File: src/rtl/commit_ctrl.sv
// commit_ctrl: in-order retirement sequencer between the ROB head and the
// register file commit port; also owns the store-commit handshake, the
// pipeline clear/redirect pulse and the halt flag.
module commit_ctrl #(
  parameter int unsigned DATA_W = 32,
  parameter int unsigned TAG_W  = 4,
  parameter int unsigned REG_W  = 5
) (
  input  logic              clk,
  input  logic              rst,
  input  logic              rdy,
  input  logic              head_valid,
  input  logic              head_ready,
  input  logic [1:0]        head_type,
  input  logic [TAG_W-1:0]  head_tag,
  input  logic [REG_W-1:0]  head_reg_dest,
  input  logic [DATA_W-1:0] head_data,
  input  logic              head_mispredict,
  input  logic [DATA_W-1:0] head_target_pc,
  output logic              rob_pop,
  output logic              rf_wr_valid,
  output logic [REG_W-1:0]  rf_wr_dest,
  output logic [TAG_W-1:0]  rf_wr_tag,
  output logic [DATA_W-1:0] rf_wr_data,
  output logic              st_commit_req,
  output logic [TAG_W-1:0]  st_commit_tag,
  input  logic              st_commit_ack,
  output logic              clear,
  output logic              redirect_valid,
  output logic [DATA_W-1:0] redirect_pc,
  output logic              halt,
  output logic [31:0]       retire_count
);

  localparam int unsigned CNT_W = 32;

  typedef enum logic [1:0] {
    RUN        = 2'd0,
    STORE_WAIT = 2'd1,
    FLUSH      = 2'd2,
    HALTED     = 2'd3
  } state_t;

  localparam logic [1:0] TYPE_ALU    = 2'b00;
  localparam logic [1:0] TYPE_STORE  = 2'b01;
  localparam logic [1:0] TYPE_BRANCH = 2'b10;

  state_t state, state_next;
  logic   wr_set;
  logic   flush_set;
  logic   store_set;
  logic   store_done;
  logic   halt_set;

  // State register
  always_ff @(posedge clk) begin
    if (rst) state <= RUN;
    else     state <= state_next;
  end

  // Retirement decision: next state, pop and one-cycle set strobes for the outputs
  always_comb begin
    state_next = state;
    rob_pop    = 1'b0;
    wr_set     = 1'b0;
    flush_set  = 1'b0;
    store_set  = 1'b0;
    store_done = 1'b0;
    halt_set   = 1'b0;
    if (rdy) begin
      case (state)
        RUN: begin
          if (head_valid && head_ready) begin
            case (head_type)
              TYPE_ALU: begin
                rob_pop = 1'b1;
                wr_set  = (head_reg_dest != '0);
              end
              TYPE_BRANCH: begin
                rob_pop = 1'b1;
                wr_set  = (head_reg_dest != '0);
                if (head_mispredict) begin
                  flush_set  = 1'b1;
                  state_next = FLUSH;
                end
              end
              TYPE_STORE: begin
                store_set  = 1'b1;
                state_next = STORE_WAIT;
              end
              default: begin
                rob_pop    = 1'b1;
                halt_set   = 1'b1;
                state_next = HALTED;
              end
            endcase
          end
        end
        STORE_WAIT: begin
          if (st_commit_ack) begin
            rob_pop    = 1'b1;
            store_done = 1'b1;
            state_next = RUN;
          end
        end
        FLUSH:   state_next = RUN;
        default: state_next = HALTED;
      endcase
    end
  end

  // Registered commit-side outputs; data fields only move with their strobes
  always_ff @(posedge clk) begin
    if (rst) begin
      rf_wr_valid    <= 1'b0;
      rf_wr_dest     <= '0;
      rf_wr_tag      <= '0;
      rf_wr_data     <= '0;
      st_commit_req  <= 1'b0;
      st_commit_tag  <= '0;
      clear          <= 1'b0;
      redirect_valid <= 1'b0;
      redirect_pc    <= '0;
      halt           <= 1'b0;
      retire_count   <= '0;
    end else begin
      rf_wr_valid    <= wr_set;
      clear          <= flush_set;
      redirect_valid <= flush_set;
      if (wr_set) begin
        rf_wr_dest <= head_reg_dest;
        rf_wr_tag  <= head_tag;
        rf_wr_data <= head_data;
      end
      if (flush_set) redirect_pc <= head_target_pc;
      if (store_set) begin
        st_commit_req <= 1'b1;
        st_commit_tag <= head_tag;
      end else if (store_done) begin
        st_commit_req <= 1'b0;
      end
      if (halt_set) halt <= 1'b1;
      if (rob_pop) retire_count <= retire_count + CNT_W'(1);
    end
  end

endmodule

File: config.mk
export PLATFORM = sky130hd
export DESIGN_NAME = commit_ctrl
export DESIGN_NICKNAME = d
export VERILOG_FILES = /design/src/rtl/commit_ctrl.sv
export SDC_FILE = /design/constraint.sdc
export NUM_CORES = 1
export LEC_CHECK = 0
export ABC_AREA = 0
export CAP_MARGIN = 20
export CORE_MARGIN = 3
export CORE_UTILIZATION = 40
export CTS_CLUSTER_SIZE = 12
export DETAILED_ROUTE_END_ITERATION = 7
export PLACE_DENSITY = 0.76
export SYNTH_ARGS = -nofsm -noshare
export SYNTH_HDL_FRONTEND = slang
export SYNTH_SLANG_ARGS = --single-unit
File: constraint.sdc
create_clock -name clk -period 2.44 [get_ports clk]
set_clock_uncertainty 0.2 [all_clocks]
set_input_delay 0.366 -clock clk [delete_from_list [all_inputs] [get_ports clk]]
set_output_delay 0.366 -clock clk [all_outputs]
set_load 0.05 [all_outputs]
==> results by group <==
GRT
  – Largest net degree at the start of global routing: 71
  – GRT Total Usage: 21.8%
  – First-pass GRT wire length: 22900 µm
  – Initial antenna violation count: 0
  – Overflow after GRT: 0
  – Vias in the first global route: 4779

Layout
  – P&R area growth vs syn: 61.1%
  – Fin cells: 937
  – Fill cells: 905
  – Area of the multi-input gates: 0.00229 mm²
  – Sequential cell area: 0.00230 mm²
  – # diodes: 0
  – Ratio of cells with drive above 1 in the final layout: 10.3%
  – Nets: 866

Clock network
  – Clock H-tree levels: 4
  – CTS sink cnt: 115
  – Clock buffer depth: 2
  – Clk_lat worst skew: 400 ps
  – Clock Root Buffer: clkbuf_16
  – CTS tree: yes
  – Clock-pin slew on the worst setup and hold paths: 50 ps
  – Num CTS Buffers: 17

Logic synthesis
  – Async SR Flop Fraction: 0%
  – Post-Syn Area: 0.00477 mm²
  – Post-Syn Instances: 578
  – Post-synth top cells: nand2_1, dfxtp_1, a21oi_1
  – Synth Warn #: 0
  – Post-synth cell types: 45
  – Top cell type by total area after synthesis: dfxtp_1
  – Top-count cell post-synth: nand2_1
  – Register area share after synthesis: 48.3%
  – Syn Nets: 663
  – Synth top area cells: dfxtp_1, nand2_1, a21oi_1
  – Syn avg cell area: 8.25 µm²
  – Post-synth EDFFs: 0
  – Flops & latches, synth: 115
  – Ys flop type: dfxtp_1
  – Synth top area share: 48.3%

Die
  – Die Footprint: 0.0133 mm²
  – Row cnt: 39
  – IO Pins: 197
  – Die Y: 115 µm
  – Horiz. Die Dim: 115 µm
  – Starting Density: 41.4%
  – Core area: 0.0115 mm²

STA
  – Setup-failing EPs final: 0
  – Max Slew Vio Count: 0
  – Setup WS post-layout: 160 ps
  – Hold Violations, Final: 0
  – Max Clk Rate: 439 MHz
  – Worst Max-Slew Pin Slew: 750 ps
  – Slew HR: 50.0%
  – Minimum clock period: 2280 ps
  – Tcrit/Tclk final: 93.4%
  – RSZ-0062 raised after global routing: no

Pwr
  – Max rail drop VDD: 0.548 mV
  – Sw frac: 22.1%
  – Net Sw Power: 1.09 mW
  – Clock Power Share: 51.4%
  – Leakage power: 2.69 nW
  – Logic pwr share: 9.6%
  – Pwr per Cell Area: 642 mW/mm²
  – Total internal power: 3.84 mW
  – Flop pwr share: 39.0%

Min path
  – Hold Crit Class: reg2reg

Placed design
  – Place WS: -113 ps
  – Placed insts: 902
  – Post-DP HPWL: 10100 µm
  – # port buffers: 196
  – GP Congestion: 0.777

Worst setup path
  – WS Path Type: reg2out
  – Crit-path max FO: 4
  – Worst EP arrival: 1710 ps
  – Worst Setup Start Kind: flip-flop
  – Reg-to-reg slack, setup: 180 ps
  – CP Capture Type: output port
  – CP required: 1870 ps

Route
  – DRT antenna net count: 0
  – Via count: 4857
  – Wire per inst: 15.3 µm
  – Vias per cell: 5.18
  – DRC: 0
  – 1st-iter DRT viols: 340
  – Pre-antenna DRT Iters: 5
  – Final WL: 14300 µm

Flow run
  – Max Cap Viol: 0

Outcome
  – Status: finished, final reports clean
==> logic make-up (layout without fill, tap and decap cells) <==
logic type | after synthesis | in the layout | synth area share, %
muxes | 19 | 19 | 4.36
xor gates and xnor gates | 2 | 2 | 0.367
adders and majority gates | 3 | 3 | 0.787
DFF | 115 | 115 | 48.3
and+or+nand+nor | 268 | 268 | 27.1
buffers and inverters | 48 | 264 | 4.36
AOI/OAI and AO/OA | 123 | 123 | 14.8
==> registers in the layout (all words and copies together), names as in the netlist <==
signal	flops
redirect_pc	32
retire_count	32
rf_wr_data	32
rf_wr_dest	5
rf_wr_tag	4
st_commit_tag	4
state	2
halt	1
redirect_valid	1
rf_wr_valid	1
st_commit_req	1
==> routing by layer <==
metal	vias up	track usage, %	routed length, µm
li1	2386	-	-
met1	2307	25.3	5660
met2	143	36.9	7560
met3	21	6.95	843
met4	0	9.78	234
met5	-	0	0
==> path summary, 6_finish.rpt <==
kind | start | endpoint | depth (start not counted)
setup / recovery | state[0]$_SDFFE_PP0P_ | rob_pop | 7
hold / removal | rf_wr_tag[3]$_SDFFE_PP0P_ | rf_wr_tag[3]$_SDFFE_PP0P_ | 2
setup reg to reg | state[1]$_SDFFE_PP0P_ | retire_count[15]$_SDFFE_PP0P_ | 8
hold reg to reg | rf_wr_tag[3]$_SDFFE_PP0P_ | rf_wr_tag[3]$_SDFFE_PP0P_ | 2
==> what timing repair did <==
| action | in CTS | in global routing |
|---|---|---|
| hold buffers | 0 | 0 |
| setup buffers | 2 | 0 |
| endpoints found under the setup margin | 1 | 4 |
| resized for setup | 0 | 7 |
| cloned | 1 | 0 |
| pin swaps | 1 | 1 |
==> stage by stage <==
stage	total power, mW	hold WS, ps	utilization [%]	TNS, ps	instance area [µm²]
3_3_place_gp	2.40	241	60.7	-108	6990
6_report	4.93	251	66.7	0	7680
3_5_place_dp	2.42	247	60.7	-701	6990
5_1_grt	5.10	274	66.7	0	7680
4_1_cts	4.99	254	66.5	0	7650
2_1_floorplan	2.17	250	-	0	4770
==> cells in the final DEF, fill, tap and decap left out, types with 4 or more instances in the layout <==
| master | synthesis | final |
|---|---|---|
| clkdlybuf4s50_1 | 0 | 194 |
| nand2_1 | 155 | 155 |
| dfxtp_1 | 115 | 113 |
| a21oi_1 | 92 | 92 |
| nor2_1 | 30 | 30 |
| buf_4 | 1 | 21 |
| clkbuf_16 | 0 | 17 |
| nor2b_1 | 16 | 16 |
| nand3_1 | 15 | 15 |
| inv_1 | 10 | 10 |
| o21ai_0 | 10 | 10 |
| mux2_1 | 8 | 8 |
| or3_1 | 7 | 6 |
| nor4_1 | 7 | 6 |
| mux2_2 | 6 | 6 |
| or4_1 | 6 | 6 |
| buf_12 | 0 | 6 |
| o41ai_1 | 5 | 5 |
| mux2i_1 | 5 | 5 |
| nand4_1 | 4 | 4 |
| o31ai_1 | 4 | 4 |
| clkinv_2 | 0 | 4 |
| clkbuf_8 | 0 | 4 |
==> worst max-delay path, stage by stage (launching register included) <==
cell      delay [ps]
dfxtp_2          340
inv_1             50
ha_1             210
and4_4           180
a21boi_4         190
buf_12           120
inv_1             40
buf_4            180
==> area by class of cell <==
cell class,instances,share of cell area (%)
Sequential cell,115,30.0
Multi-Input combinational cell,415,29.9
Timing Repair Buffer,222,29.3
Clock buffer,23,6.35
Tap cell,143,2.33
Clock inverter,9,1.64
Inverter,10,0.489
==> power by group through the flow <==
stage / registers, mW / logic [mW] / clock network [mW]
2_1_floorplan: 2.04 / 0.130 / 0
3_3_place_gp: 1.96 / 0.443 / 0
3_5_place_dp: 1.96 / 0.453 / 0
4_1_cts: 1.92 / 0.470 / 2.59
5_1_grt: 1.93 / 0.505 / 2.66
6_report: 1.92 / 0.472 / 2.54
(Power assumes the default switching activity.)
